File: src/rtl/buf_audio_in_pkg.sv
// buf_audio_in_pkg: shared types, default widths and pointer/count width helpers for buf_audio_in_stereo
package buf_audio_in_pkg;
  localparam int STEREO_MULTIPLIER = 2;
  localparam int DEF_NUM_AUDIO_CHANNELS = 1;
  localparam int DEF_I2S_WIDTH = 24;
  localparam int DEF_AUDIO_WIDTH = 24;
  localparam int DEF_BUFFER_DEPTH = 16;
  typedef enum logic {LEFT = 1'b0, RIGHT = 1'b1} lr_sel_e;
  function automatic int ptr_w(input int depth);
    return $clog2(depth / STEREO_MULTIPLIER);
  endfunction
  function automatic int cnt_w(input int depth);
    return ptr_w(depth) + 1;
  endfunction
endpackage

File: src/rtl/buf_audio_in_stereo_i2s_rx_deser.sv
// i2s_rx_deser: synchronises the I2S slave inputs into clk_i and emits one committed word per lrclk change
// Ports: clk_i/rst_ni (async active-low), bclk_i/lrclk_i/data_i raw I2S pins,
//        commit_o one-cycle word strobe, channel_o side the word belongs to, word_o MSB..LSB word,
//        bit_cnt_o (only with BUF_AUDIO_IN_DEBUG_EN) bclk rises since last lrclk change, saturating.
module i2s_rx_deser
  import buf_audio_in_pkg::*;
#(
  parameter int I2S_WIDTH = DEF_I2S_WIDTH
) (
  input  logic                 clk_i,
  input  logic                 rst_ni,
  input  logic                 bclk_i,
  input  logic                 lrclk_i,
  input  logic                 data_i,
  output logic                 commit_o,
  output lr_sel_e              channel_o,
  output logic [I2S_WIDTH-1:0] word_o
`ifdef BUF_AUDIO_IN_DEBUG_EN
  ,
  output logic [4:0]           bit_cnt_o
`endif
);
  logic [1:0] bclk_q, lr_q, data_q;
  logic bclk_prev_q, lr_prev_q, seen_q, framed_q;
  logic [I2S_WIDTH-1:0] shift_reg, shift_d;
  logic rise, change;
  assign rise = bclk_q[1] & ~bclk_prev_q;
  // seen_q keeps the first rise after reset from counting as an lrclk edge
  assign change = rise & seen_q & (lr_q[1] != lr_prev_q);
  assign shift_d = {shift_reg[I2S_WIDTH-2:0], data_q[1]};
  always_ff @(posedge clk_i or negedge rst_ni) begin
    if (!rst_ni) begin
      bclk_q      <= '0;
      lr_q        <= '0;
      data_q      <= '0;
      bclk_prev_q <= 1'b0;
      lr_prev_q   <= 1'b0;
      seen_q      <= 1'b0;
      framed_q    <= 1'b0;
      shift_reg   <= '0;
      commit_o    <= 1'b0;
      channel_o   <= LEFT;
      word_o      <= '0;
    end else begin
      bclk_q      <= {bclk_q[0], bclk_i};
      lr_q        <= {lr_q[0], lrclk_i};
      data_q      <= {data_q[0], data_i};
      bclk_prev_q <= bclk_q[1];
      // the first lrclk edge only frames; the partial word before it is discarded
      commit_o    <= change & framed_q;
      if (rise) begin
        shift_reg <= shift_d;
        lr_prev_q <= lr_q[1];
        seen_q    <= 1'b1;
      end
      if (change) framed_q <= 1'b1;
      if (change & framed_q) begin
        word_o    <= shift_d;
        channel_o <= lr_sel_e'(lr_prev_q);
      end
    end
  end
`ifdef BUF_AUDIO_IN_DEBUG_EN
  always_ff @(posedge clk_i or negedge rst_ni) begin
    if (!rst_ni) bit_cnt_o <= '0;
    else if (change) bit_cnt_o <= '0;
    else if (rise && bit_cnt_o != 5'd31) bit_cnt_o <= bit_cnt_o + 5'd1;
  end
`endif
endmodule

File: src/rtl/buf_audio_in_stereo.sv
// buf_audio_in_stereo: I2S slave receiver feeding NUM_AUDIO_CHANNELS pairs of drop-oldest L/R sample FIFOs
// Ports: sys_clk, sys_rst (async active-low); adv_read_req streaming pop, adv_read_enable single pop;
//        i2s_bclk/i2s_lrclk/i2s_data I2S slave inputs; audio_channel_out registered FIFO heads
//        (2p = pair p Left, 2p+1 = pair p Right); sample_valid per committed word;
//        buffer_ready all FIFOs non-empty; buffer_full all FIFOs at capacity.
// Optional: BUF_AUDIO_IN_DEBUG_EN adds dbg_bit_counter and the sticky dbg_overflow.
module buf_audio_in_stereo
  import buf_audio_in_pkg::*;
#(
  parameter int NUM_AUDIO_CHANNELS = DEF_NUM_AUDIO_CHANNELS,
  parameter int I2S_WIDTH          = DEF_I2S_WIDTH,
  parameter int AUDIO_WIDTH        = DEF_AUDIO_WIDTH,
  parameter int BUFFER_DEPTH       = DEF_BUFFER_DEPTH
) (
  input  logic                                               sys_clk,
  input  logic                                               sys_rst,
  input  logic                                               adv_read_req,
  input  logic                                               adv_read_enable,
  input  logic                                               i2s_bclk,
  input  logic                                               i2s_lrclk,
  input  logic                                               i2s_data,
  output logic [2*NUM_AUDIO_CHANNELS-1:0][AUDIO_WIDTH-1:0]   audio_channel_out,
  output logic                                               sample_valid,
  output logic                                               buffer_ready,
  output logic                                               buffer_full
`ifdef BUF_AUDIO_IN_DEBUG_EN
  ,
  output logic [4:0]                                         dbg_bit_counter,
  output logic                                               dbg_overflow
`endif
);
  localparam int D  = BUFFER_DEPTH / STEREO_MULTIPLIER;
  localparam int PW = ptr_w(BUFFER_DEPTH);
  localparam int CW = cnt_w(BUFFER_DEPTH);
  localparam int M  = 2 * NUM_AUDIO_CHANNELS;
  logic commit, pop;
  lr_sel_e channel;
  logic [I2S_WIDTH-1:0] rx_word;
  logic [AUDIO_WIDTH-1:0] sample;
  logic [PW-1:0] write_ptr [NUM_AUDIO_CHANNELS][2], read_ptr [NUM_AUDIO_CHANNELS][2];
  logic [PW-1:0] wp_d [NUM_AUDIO_CHANNELS][2], rp_d [NUM_AUDIO_CHANNELS][2];
  logic [CW-1:0] buffer_count [NUM_AUDIO_CHANNELS][2], cnt_d [NUM_AUDIO_CHANNELS][2];
  logic [M-1:0] ready_d, full_d;
  i2s_rx_deser #(.I2S_WIDTH(I2S_WIDTH)) u_rx (
    .clk_i     (sys_clk),
    .rst_ni    (sys_rst),
    .bclk_i    (i2s_bclk),
    .lrclk_i   (i2s_lrclk),
    .data_i    (i2s_data),
    .commit_o  (commit),
    .channel_o (channel),
    .word_o    (rx_word)
`ifdef BUF_AUDIO_IN_DEBUG_EN
    ,
    .bit_cnt_o (dbg_bit_counter)
`endif
  );
  if (AUDIO_WIDTH <= I2S_WIDTH) begin : g_trunc
    assign sample = rx_word[I2S_WIDTH-1 -: AUDIO_WIDTH];
  end else begin : g_pad
    assign sample = {rx_word, {(AUDIO_WIDTH - I2S_WIDTH){1'b0}}};
  end
  assign pop = adv_read_enable | (adv_read_req & buffer_ready);
`ifdef BUF_AUDIO_IN_DEBUG_EN
  logic [M-1:0] drop;
`endif
  for (genvar p = 0; p < NUM_AUDIO_CHANNELS; p++) begin : g_pair
    for (genvar s = 0; s < 2; s++) begin : g_side
      logic push, has, full, eff_pop, adv_rd;
      logic [AUDIO_WIDTH-1:0] mem [D];
      logic [AUDIO_WIDTH-1:0] head_q;
      assign push    = commit & (channel == (s == 0 ? LEFT : RIGHT));
      assign has     = buffer_count[p][s] != '0;
      assign full    = buffer_count[p][s] == CW'(D);
      assign eff_pop = pop & has;
      // a push into a full FIFO without a pop drags read_ptr along (drop-oldest)
      assign adv_rd  = eff_pop | (push & full);
      assign wp_d[p][s]  = write_ptr[p][s] + PW'(push);
      assign rp_d[p][s]  = read_ptr[p][s] + PW'(adv_rd);
      assign cnt_d[p][s] = buffer_count[p][s] + CW'(push & ~full & ~eff_pop) - CW'(eff_pop & ~push);
      assign ready_d[2*p+s] = cnt_d[p][s] != '0;
      assign full_d[2*p+s]  = cnt_d[p][s] == CW'(D);
`ifdef BUF_AUDIO_IN_DEBUG_EN
      assign drop[2*p+s] = push & full & ~eff_pop;
`endif
      // head follows the next read pointer, forwarding a same-cycle write to that slot
      always_ff @(posedge sys_clk) begin
        if (push) mem[write_ptr[p][s]] <= sample;
        head_q <= (push && write_ptr[p][s] == rp_d[p][s]) ? sample : mem[rp_d[p][s]];
      end
      assign audio_channel_out[2*p+s] = head_q;
    end
  end
  always_ff @(posedge sys_clk or negedge sys_rst) begin
    if (!sys_rst) begin
      for (int i = 0; i < NUM_AUDIO_CHANNELS; i++)
        for (int j = 0; j < 2; j++) begin
          write_ptr[i][j]    <= '0;
          read_ptr[i][j]     <= '0;
          buffer_count[i][j] <= '0;
        end
      sample_valid <= 1'b0;
      buffer_ready <= 1'b0;
      buffer_full  <= 1'b0;
    end else begin
      for (int i = 0; i < NUM_AUDIO_CHANNELS; i++)
        for (int j = 0; j < 2; j++) begin
          write_ptr[i][j]    <= wp_d[i][j];
          read_ptr[i][j]     <= rp_d[i][j];
          buffer_count[i][j] <= cnt_d[i][j];
        end
      sample_valid <= commit;
      buffer_ready <= &ready_d;
      buffer_full  <= &full_d;
    end
  end
`ifdef BUF_AUDIO_IN_DEBUG_EN
  always_ff @(posedge sys_clk or negedge sys_rst) begin
    if (!sys_rst) dbg_overflow <= 1'b0;
    else if (|drop) dbg_overflow <= 1'b1;
  end
`endif
endmodule

File: config.mk
export PLATFORM = sky130hd
export DESIGN_NAME = buf_audio_in_stereo
export DESIGN_NICKNAME = d
export VERILOG_FILES = /design/src/rtl/buf_audio_in_pkg.sv /design/src/rtl/buf_audio_in_stereo_i2s_rx_deser.sv /design/src/rtl/buf_audio_in_stereo.sv
export SDC_FILE = /design/constraint.sdc
export NUM_CORES = 1
export LEC_CHECK = 0
export BUFFER_PORTS_ARGS = -buffer_cell sky130_fd_sc_hd__buf_4
export CAP_MARGIN = 20
export CELL_PAD_IN_SITES_DETAIL_PLACEMENT = 0
export CELL_PAD_IN_SITES_GLOBAL_PLACEMENT = 1
export CORE_UTILIZATION = 60
export CTS_BUF_LIST = sky130_fd_sc_hd__clkbuf_4 sky130_fd_sc_hd__clkbuf_8
export CTS_CLUSTER_DIAMETER = 80
export DETAILED_ROUTE_END_ITERATION = 16
export GPL_TIMING_DRIVEN = 0
export PLACE_DENSITY = 0.94
export SKIP_CTS_REPAIR_TIMING = 1
export SKIP_LAST_GASP = 1
export SLEW_MARGIN = 20
export SYNTH_ARGS = -nofsm -noshare
export SYNTH_HDL_FRONTEND = slang
export SYNTH_SLANG_ARGS = --single-unit
File: constraint.sdc
create_clock -name sys_clk -period 6.62 [get_ports sys_clk]
set_clock_uncertainty 0.1 [all_clocks]
set_input_delay 1.324 -clock sys_clk [delete_from_list [all_inputs] [get_ports sys_clk]]
set_output_delay 1.324 -clock sys_clk [all_outputs]
set_load 0.1 [all_outputs]
Word level (Yosys, flattened, before mapping)
Memory sizes are Yosys's and may differ from the RTL's. A register that Yosys moved wholly into a read port is not among the register bits. Index checks and enable logic that the tools add are counted.

Flip-flop bits (word level): 82. Memory bits (writable): 384. Output and inout bits: 51. Logic and storage cells: 73. Memories: 2.

$add $sub $neg: 8. Equality and inequality tests: 5. Muxes and demuxes: 4. Bitwise gates (word level): 28. Reductions and logical operators: 6.

Memories: g_pair[0].g_side[0].mem (words 8, bits a word 24, read ports 1, clocked after memory_dff 1, wr ports 1, RTL line buf_audio_in_stereo.sv:70) `logic [AUDIO_WIDTH-1:0] mem [D];`; g_pair[0].g_side[1].mem (words 8, bits a word 24, read ports 1, clocked after memory_dff 1, wr ports 1, RTL line buf_audio_in_stereo.sv:70).

Operators with widths (number): NOT 1 -> 4 bit (6); bitwise AND 1 x 4 -> 4 bit (4); equality test 4 bit, second input constant (4); nonzero test 4 bit (4); adder 3 x 1 -> 3 bit (4); bitwise AND 1 bit (11); adder 4 bit (2); bitwise AND 4 bit (2); subtractor 4 bit (2); two-way mux 1 bit (4); AND reduction 2 bit (2); bitwise OR 1 bit (3); NOT 1 bit (2); != test 1 bit (1).

Longest topological paths before layout
Gate-level depths: netlist of run 1.

Word-level depth: 9. Depth in mapped cells: 13.

Modules after synthesis
From an unflattened synthesis of run 1, not the netlist that was laid out.

Cells, all modules: 798. Area, all modules: 18107.4 um2.

By module, submodules not included: buf_audio_in_stereo (times used 1, cells each 679, area an instance 15886.5 um2, sequential area each 12226.7 um2); i2s_rx_deser (times used 1, cells each 119, area an instance 2220.9 um2, sequential area each 1476.4 um2).

Worst setup path before layout of run 1
No wires, ideal clock.

Kind: register to register. Start: register write_ptr[0] in the netlist's numbering. End: memory g_pair[0].g_side[1].mem[0][0] in the netlist's numbering (enable). Library setup time: 0.466 ns. Arrival: 2.852 ns. Data required time: 6.054 ns. Slack: 3.202 ns. Stages on the path, launching flop included: 2. Clock period less this slack: 3.418 ns. Path through: dfrtp_1 > nor4_1.

RTL lines: start, declared (RTL line buf_audio_in_stereo.sv:40) `logic [PW-1:0] write_ptr [NUM_AUDIO_CHANNELS][2], read_ptr [NUM_AUDIO_CHANNELS][2];`; start signal, assigned by index (RTL line buf_audio_in_stereo.sv:108) `write_ptr[i][j] <= wp_d[i][j];`; end, declared (RTL line buf_audio_in_stereo.sv:70).

No word-level cell before the write port.

==> impl_results.md, run 1 <==
* Synth Net Count at 826
* Clock buffer count from CTS at between 70 and 80
* CTS sink count at 472
* CP startpoint kind: register
* Setup ws final at 2.64 ns
* RSZ-0062 raised after global routing: no
* Yosys warnings at 0
* Cells after Synth at between 700 and 800
* Largest net degree at the start of global routing at 83
* Routed WL at 34400 microns
* DIE AREA at approximately 0.03 sq mm
* Count of state elements after synthesis at 472
* Main combinational cell family by area after synthesis: multiplexers
* Syn_area_per_cell at 22.6 sq um
* Die width at 175 microns
* Simple-gate share of the synthesized area at 1.19%
* FF-to-FF setup slack at 3.90 ns
* RePlAce Congestion at 0.743
* Compound-Gate Fraction of Synth Area at 0.430%
* Final Max Tran Viols at 0
* First-pass GRT wire length at between 50000 and 60000 microns
* Max FFs per register at roughly 380
* R2R Path Start: u_rx.channel_o
* Vias in the first global route at 8793
* Core Box Area at slightly below 0.03 sq mm
* Top Family by Delay on Critical Path: buffers and inverters
* Min-delay src: u_rx.data_q[0]
* Post-synthesis mux area share at 18.9%
* Pre-CTS WS at 2.97 ns
* Num ports at 58
* Max-cap viol count at 0
* Worst Hold Endpoint: u_rx.data_q[1]
* Via Count at ~8400
* DRT iter0 DRCs at 974
* Hold Crit Class: register to register
* Clock Path Buffers at 3
* Row count at 63
* Final core occ at 70.7%
* Rel. slew slack at 31.6%
* Final hold slack at roughly 0.25 ns
* Status: complete, no violations
* Initial antenna violation count at 0
* Worst path bufs/invs at 2
* FF/Latch Area at 0.0137 sq mm
* Fill count at 1688
* Post-DRT Antenna Nets at 0
* DP HPWL at 22000 microns
* CTS root buf: clkbuf_8
* CP peak stage delay at approximately 0.63 ns
* Fmax achieved at roughly 250 MHz
* Post-synthesis adder-cell area fraction at approximately 1.5%
* Final Hold Fails at 0
* Fin crit period at 3.98 ns
* Multi-input combinational cell area at 0.00416 sq mm
* Reg-to-Reg End: buffer_full
* Required time of the critical path at 5.20 ns
* Setup TNS at 0 ns
* Critical path, cell by cell: clkbuf_1, mux4_2, mux2_2, buf_4
* Final setup viols at 0
* Share of cells above drive strength 1 at 44.1%
* # DRC at 0
* Crit-path max FO at 10
* Routed WL per cell at 24.5 microns
* Post-Synth XOR/XNOR Area at 0.437%
* Initial Util at 60.9%
* Port bufs at 57
* First drt pass iteration count at 5
* Synthesis-to-finish area growth at 16.1%
* Diode count at 0
* Die H at 175 microns
* CP endpoint kind: output pin
* Worst-Margin Slew at 1.03 ns
* Sequential share of the synthesized area at ~76%
* R2R cell count at 12
* H-tree levels at 3
* Clock Latency Late Sink at ~0.59 ns
* Synth Cell Area at approximately 0.018 sq mm
* Yosys cell types at 30
* Crit Path Category: register to output pin
* Final net count at 987
* Vias per Instance at 5.98
* Critical path's slowest cell: clkbuf_1
* Gr ovfl total at 0
* Final worst-path cycle share at between 60 and 70%
* CTS clock-pin slew for the worst setup and hold paths at 0.06 ns
* TritonCTS clock tree: done
* Hold path cells at 0
* Worst Path Arrival at 2.55 ns
* Global-route usage over all layers at a little under a quarter
Yosys cell counts:
| cell type | n | share of area (%) |
|---|---|---|
| nand4_4 | 1 | 0.12 |
| buf_1 | 2 | 0.042 |
| a31o_2 | 2 | 0.097 |
| mux2_2 | 56 | 3.5 |
| a22oi_1 | 1 | 0.042 |
| clkbuf_1 | 6 | 0.12 |
| buf_2 | 15 | 0.42 |
| nor2_1 | 12 | 0.25 |
| xnor2_1 | 4 | 0.19 |
| dfrtp_1 | 82 | 11 |
| edfxtp_1 | 384 | 64 |
| buf_12 | 2 | 0.22 |
| fa_1 | 2 | 0.22 |
| o21ai_0 | 2 | 0.055 |
| xor2_1 | 5 | 0.24 |
| nor3_1 | 9 | 0.25 |
| inv_1 | 18 | 0.37 |
| nand2b_1 | 6 | 0.21 |
| and3_1 | 1 | 0.035 |
| a21oi_1 | 4 | 0.11 |
| dfxtp_1 | 6 | 0.67 |
| a21o_1 | 3 | 0.12 |
| ha_1 | 19 | 1.3 |
| mux4_2 | 96 | 12 |
| buf_6 | 6 | 0.37 |
| nor4_1 | 1 | 0.035 |
| nand2_1 | 9 | 0.19 |
| mux2_4 | 41 | 3.4 |
| nor2b_1 | 2 | 0.069 |
| or2_2 | 1 | 0.035 |
stage by stage:
stage	area (sq um)	instances
floorplan	18000	798
global placement	19000	1245
detailed placement	19400	1275
CTS	20900	1405
global route	20900	1405
finish	20900	1405
cell families (layout without fill, tap and decap cells):
family                   after synthesis  count (layout)
adder cells (fa/ha/maj)               21              21
AO/OA/AOI/OAI                         12              12
multiplexers                         193             193
flip-flops                           472             472
AND/OR/NAND/NOR                       42              42
XOR/XNOR                               9               9
buffers and inverters                 49             266
area by class of cell:
type / count / share of cell area, %
buffer: 31 / 1.02
timing repair buffer: 87 / 3.91
clock inverter: 21 / 0.687
sequential: 472 / 65.4
multi-input combinational: 277 / 19.9
clock buffer: 109 / 6.45
inverter: 18 / 0.323
tap: 390 / 2.33
per-layer routing:
| layer | GRT usage (%) | wire length [microns] |
|---|---|---|
| met5 | 0 | 0 |
| met3 | 4.57 | 2470 |
| met2 | 39.3 | 17600 |
| met1 | 30.6 | 13500 |
| met4 | 9.17 | 829 |
worst max path at each step:
stage	depth (start not counted)	slack [ns]	endpoint	from
floorplan	1	3.20	g_pair[0].g_side[1].mem[0][0]	write_ptr[0]
global placement	2	1.20	g_pair[0].g_side[1].mem[0][10]	u_rx.channel_o
detailed placement	13	2.97	buffer_full	adv_read_req
CTS	4	2.59	audio_channel_out[12]	register
global route	4	2.58	audio_channel_out[14]	register
finish	4	2.64	audio_channel_out[12]	register
cells in the final DEF, fill, tap and decap left out, types with 3 or more instances in the layout:
cell type | synthesis | final
a21o_1 | 3 | 3
a21oi_1 | 4 | 4
clkbuf_1 | 6 | 6
buf_6 | 6 | 10
buf_12 | 2 | 5
dfrtp_1 | 82 | 82
edfxtp_1 | 384 | 384
dfxtp_1 | 6 | 6
buf_4 | 0 | 71
inv_1 | 18 | 18
clkinv_2 | 0 | 9
nand2_1 | 9 | 9
nor2_1 | 12 | 3
mux2_4 | 41 | 41
xnor2_1 | 4 | 4
ha_1 | 19 | 19
buf_2 | 15 | 18
mux4_2 | 96 | 96
clkinv_1 | 0 | 5
nand2b_1 | 6 | 6
mux2_2 | 56 | 56
buf_16 | 0 | 6
nor2_4 | 0 | 9
nor3_1 | 9 | 3
xor2_1 | 5 | 5
inv_6 | 0 | 4
clkbuf_8 | 0 | 85
clkbuf_4 | 0 | 24
nor3_2 | 0 | 6
Power of run 1 is left out: the tool's default activity adds up to more than one toggle a clock period on the data nets, which glitch-free logic cannot reach.
==> inputs of run 2 (changes only) <==
- CORE_UTILIZATION: 60 -> 52
- PLACE_DENSITY: 0.94 -> 0.87
- clock period: 6.62 -> 3.58 ns (I/O delays scaled with it)
==> run 2 against run 1 <==
Via count shrank 1.1%. Sequential cell count is the same. Non-clock buffer count is the same. Setup slack lost 2.5 ns. Critical path type unchanged. Worst hold slack lost 0.14 ns. Critical path depth grew 1. First-iteration DRC count shrank 23%. Sequential share of layout area shrank 0.40 points. Die area grew 15%. Design area grew 0.61%.
==> impl_results.md, run 2 (same netlist as run 1, synthesis figures left out) <==
* Initial antenna violation count at 0 (unchanged)
* CTS clock-pin slew for the worst setup and hold paths at 0.06 ns (about the same)
* Core Box Area at 0.0339 sq mm (was 0.0296 sq mm)
* RSZ-0062 raised after global routing: no (unchanged)
* Required time of the critical path at 2.76 ns (was 5.20 ns)
* Synthesis-to-finish area growth at 16.8% (was 16.1%)
* Gr ovfl total at 0 (unchanged)
* Num ports at 58 (unchanged)
* Row count at 67 (was 63)
* Fill count at 2252 (was 1688)
* Largest net degree at the start of global routing at 83 (unchanged)
* Final setup viols at 0 (unchanged)
* Share of cells above drive strength 1 at 43.7% (was 44.1%)
* Most frequent cells in the layout: edfxtp_1 (384), mux4_2 (96), dfrtp_1 (82), clkbuf_8 (82), buf_4 (72) (was edfxtp_1 (384), mux4_2 (96), clkbuf_8 (85))
* Commonest non-fill, non-tap cell in the layout: edfxtp_1 (unchanged)
* Clock buffer count from CTS at 74 (was 72)
* Clock Latency Late Sink at 0.58 ns (was 0.59 ns)
* Max-cap viol count at 0 (unchanged)
* Routed WL per cell at 23.2 microns (was 24.5 microns)
* Status: complete, no violations (unchanged)
* Max FFs per register at 384 (unchanged)
* RePlAce Congestion at 0.714 (was 0.743)
* Final core occ at 62.2% (was 70.7%)
* Fmax achieved at between 200 and 300 MHz
* Vias in the first global route at 8874 (was 8793)
* Area after DPL at 0.0195 sq mm (was 0.0194 sq mm)
* Routed WL at 34100 microns (was 34400 microns)
* DRT iter0 DRCs at 747 (was 974)
* Final hold slack at 0.111 ns (was 0.248 ns)
* DP HPWL at 21300 microns (was 22000 microns)
* Rel. slew slack at 29.6% (was 31.6%)
* Port bufs at 57 (unchanged)
* Vias per Instance at 5.67 (was 5.98)
* CTS sink count at 472 (unchanged)
* # DRC at 0 (unchanged)
* First drt pass iteration count at 5 (unchanged)
* Die width at 188 microns (was 175 microns)
* Hold Crit Class: primary input to asynchronous set/reset pin (was register to register)
* First-pass GRT wire length at 52100 microns (was 51900 microns)
* FF/Latch Area at 0.0137 sq mm (unchanged)
* Diode count at 0 (unchanged)
* Worst Path Arrival at 2.58 ns (was 2.55 ns)
* Crit Path Category: register to output pin (unchanged)
* Via Count at 8317 (was 8408)
* Post-DRT Antenna Nets at 0 (unchanged)
* Setup TNS at 0 ns (unchanged)
* CP endpoint kind: output pin (unchanged)
* H-tree levels at 3 (unchanged)
* Clock Path Buffers at 3 (unchanged)
* Multi-input combinational cell area at 0.00416 sq mm (unchanged)
* Final instance area at 0.0211 sq mm (was 0.0209 sq mm)
* CTS root buf: clkbuf_8 (unchanged)
* Final worst-path cycle share at 94.9%
* Fin crit period at 3.40 ns
* Worst-Margin Slew at 1.06 ns (was 1.03 ns)
* CP startpoint kind: register (unchanged)
* DIE AREA at 0.0354 sq mm (was 0.0308 sq mm)
* Crit-path max FO at 10 (unchanged)
* Final Max Tran Viols at 0 (unchanged)
* Die H at 188 microns (was 175 microns)
* Final Hold Fails at 0 (unchanged)
* Initial Util at 53.3% (was 60.9%)
* TritonCTS clock tree: done (unchanged)
* Global-route usage over all layers at 20.0% (was 23.4%)
* Final net count at 989 (was 987)
## run 2: changes by cell type in the layout (fill, tap and decap cells not counted), sizes merged
cell      delta
clkinv       +5
clkinvlp     +1
clkbuf       -5
bufinv       +2
## run 2: worst paths after layout
path | start | to | slack (ns) | depth (start not counted)
worst min register to register | u_rx.bclk_q[0] | u_rx.bclk_q[1] | 0.24 | 0
min in group sys_clk | i2s_data | u_rx.data_q[0] | 0.13 | 1
max in group asynchronous | sys_rst | u_rx.word_o[11] | 2.74 | 1
worst max register to register | u_rx.commit_o | buffer_full | 0.79 | 12
worst min-delay path | sys_rst | write_ptr[4] | 0.11 | 1
worst max-delay path | register | audio_channel_out[14] | 0.18 | 5
## run 2: per-stage QoR
stage	setup WS, ns	cells
2_1_floorplan	0.162	798
3_3_place_gp	-1.91	1303
3_5_place_dp	0.439	1333
4_1_cts	0.136	1466
5_1_grt	0.110	1466
6_report	0.181	1466
## run 2: final cells by class
class	instances	share of cell area (%)
clock buffers	104	6.14
inverters	18	0.321
well taps	448	2.66
multi-input cells	277	19.7
clock inverters	29	1.16
flip-flops and latches	472	65.0
plain buffers	31	1.01
repair buffers	87	3.93
## run 2: worst max-delay path: stages, from the launching register on
cell     delay [ns]
dfxtp_1        0.37
buf_2          0.29
buf_2          0.40
mux4_2         0.39
mux2_4         0.31
buf_4          0.24
## run 2: routing by layer
metal,wire length (microns),part of all wire [%],vias to the layer above,GRT usage (%)
met3,2000,5.9,70,3.89
met4,856,2.5,0,7.29
met5,0,0,-,0
li1,-,-,3579,-
met2,17100,50,294,32.6
met1,14100,41,4374,27.0
Power of run 2 is left out for the same reason.
==> inputs of run 3 (changes only) <==
- BUFFER_PORTS_ARGS: -buffer_cell sky130_fd_sc_hd__buf_4 -> default
- CORE_UTILIZATION: 52 -> 53
- DONT_BUFFER_PORTS: default -> 1
==> run 3 against run 2 <==
Non-clock buffer count down 54. Sequential share of layout area up 1.3 points. Design area down 2.0%. Setup slack better by 0.037 ns. Global-route usage up 0.31 points. Utilization down 0.62 points. Fmax up 1.1%. Die area down 1.9%. First-iteration DRC count down 3.1%. Critical path depth down 1. Worst hold slack worse by 0.061 ns. Via count down 3.2%. Critical path type unchanged. Critical endpoint is now audio_channel_out[28].
==> impl_results.md, run 3 (same netlist as run 1, synthesis figures left out) <==
* Pre-CTS WS at 0.325 ns (was 0.439 ns)
* Most frequent cells in the layout: edfxtp_1 (384), mux4_2 (96), clkbuf_8 (83) (was edfxtp_1 (384), mux4_2 (96), dfrtp_1 (82), clkbuf_8 (82), buf_4 (72))
* Routed WL at 34000 microns (was 34100 microns)
* Final worst-path cycle share at 93.9% (was 94.9%)
* CP endpoint kind: output pin (unchanged)
* Clock buffer count from CTS at 74 (unchanged)
* Largest net degree at the start of global routing at 83 (unchanged)
* Hold path cells at 0
* Max FFs per register at 384 (unchanged)
* Worst Hold Endpoint: u_rx.bclk_q[0]
* Clock Latency Late Sink at 0.59 ns (was 0.58 ns)
* Num ports at 58 (unchanged)
* Fill count at 2251 (was 2252)
* Worst Path Arrival at 2.55 ns (was 2.58 ns)
* Met3 WL at 2160 microns (was 2000 microns)
* Row count at 67 (unchanged)
* Setup ws final at 0.218 ns (was 0.181 ns)
* Final Hold Fails at 0 (unchanged)
* Initial antenna violation count at 0 (unchanged)
* Top cell by count, worst path: buf_2 (unchanged)
* Commonest non-fill, non-tap cell in the layout: edfxtp_1 (unchanged)
* Final hold slack at 0.0500 ns (was 0.111 ns)
* First drt pass iteration count at 4 (was 5)
* DP HPWL at 21400 microns (was 21300 microns)
* Via Count at 8054 (was 8317)
* Status: complete, no violations (unchanged)
* RePlAce Congestion at 0.712 (was 0.714)
* Fin crit period at 3.36 ns (was 3.40 ns)
* R2R Path Start: buffer_ready (was u_rx.commit_o)
* Core Box Area at 0.0335 sq mm (was 0.0339 sq mm)
* Vias in the first global route at 8622 (was 8874)
* R2R cell count at 12 (unchanged)
* Gr ovfl total at 0 (unchanged)
* DIE AREA at 0.0348 sq mm (was 0.0354 sq mm)
* Fmax achieved at 297 MHz (was 294 MHz)
* Rel. slew slack at 31.7% (was 29.6%)
* Required time of the critical path at 2.76 ns (about the same)
* Reg-to-Reg End: buffer_full (unchanged)
* CTS sink count at 472 (unchanged)
* Post-DRT Antenna Nets at 0 (unchanged)
* FF-to-FF setup slack at 0.31 ns (was 0.79 ns)
* Vias per Instance at 5.70 (was 5.67)
* Worst-Margin Slew at 1.02 ns (was 1.06 ns)
* Hold Crit Class: primary input to register (was primary input to asynchronous set/reset pin)
* Critical path's slowest cell: mux2_2 (was buf_2)
* # DRC at 0 (unchanged)
* Final core occ at 61.6% (was 62.2%)
* Port bufs at 0 (was 57)
* Met1 Wirelength at 14100 microns (about the same)
* RSZ-0062 raised after global routing: no (unchanged)
* Die H at 186 microns (was 188 microns)
* Die width at 186 microns (was 188 microns)
* CP startpoint kind: register (unchanged)
* Final net count at 935 (was 989)
* Final setup viols at 0 (unchanged)
* Met2 Routed Length at 17000 microns (was 17100 microns)
* Max-cap viol count at 0 (unchanged)
* Clock Path Buffers at 3 (unchanged)
* Share of cells above drive strength 1 at 40.7% (was 43.7%)
* Synthesis-to-finish area growth at 14.5% (was 16.8%)
* DRT iter0 DRCs at 724 (was 747)
* Crit Path Category: register to output pin (unchanged)
* Uppermost layer routed: met5 (was met4)
* Critical path, cell by cell: buf_2, buf_2, mux4_2, mux2_2 (was buf_2, buf_2, mux4_2, mux2_4, buf_4)
* First-pass GRT wire length at 52200 microns (was 52100 microns)
* CP peak stage delay at 0.51 ns (was 0.40 ns)
* Final Max Tran Viols at 0 (unchanged)
* Global-route usage over all layers at 20.3% (was 20.0%)
* CTS root buf: clkbuf_8 (unchanged)
* CTS clock-pin slew for the worst setup and hold paths at 0.06 ns (about the same)
* Routed WL per cell at 24.0 microns (was 23.2 microns)
* TritonCTS clock tree: done (unchanged)
* H-tree levels at 3 (unchanged)
* Crit-path max FO at 10 (unchanged)
* Initial Util at 53.8% (was 53.3%)
* Min-delay src: i2s_bclk
[run 3: cell types whose count changed in the layout (fill, tap and decap cells not counted), moves of 2 or more]
cell and change:
buf_4 -57, bufinv_16 -2, clkbuf_4 +9, clkinv_1 -2, clkinv_2 -2, inv_8 -2
[run 3: worst max-delay path by stage]
stage,start,to,depth (start not counted)
floorplan,write_ptr[0],g_pair[0].g_side[1].mem[0][0],1
global placement,u_rx.channel_o,g_pair[0].g_side[1].mem[0][10],2
finish,register,audio_channel_out[28],4
CTS,register,audio_channel_out[28],4
global route,buffer_ready,buffer_full,12
detailed placement,buffer_ready,buffer_full,12
[run 3: area by class of cell]
class                      count  area (sq um)  area share, %
antenna                        1          2.50         0.0121
buffer                        31           213           1.03
clock buffer                 114          1380           6.66
clock inverter                20           130          0.630
inverter                      18          67.6          0.327
multi-input combinational    277          4160           20.1
sequential                   472         13700           66.3
tap                          448           561           2.71
timing repair buffer          33           443           2.14
[run 3: per-stage QoR]
step                area, sq um  setup TNS (ns)  cells
finish                    20700               0   1414
global route              20700               0   1413
CTS                       20600               0   1411
detailed placement        19100               0   1277
global placement          18600         -174.12   1246
floorplan                 18000               0    798
[run 3: per-layer routing]
layer / GRT usage [%] / vias to the layer above
met5: 1.79 / -
met2: 33.2 / 256
met3: 4.19 / 56
met4: 6.68 / 2
met1: 27.4 / 4272
li1: - / 3468
[run 3: worst max-delay path: cells and delay by family (launching register included)]
| family | cells | cell delay (ns) |
|---|---|---|
| buffers and inverters | 2 | 0.68 |
| flip-flops | 1 | 0.38 |
| multiplexers | 2 | 0.88 |
Power of run 3 is left out for the same reason.
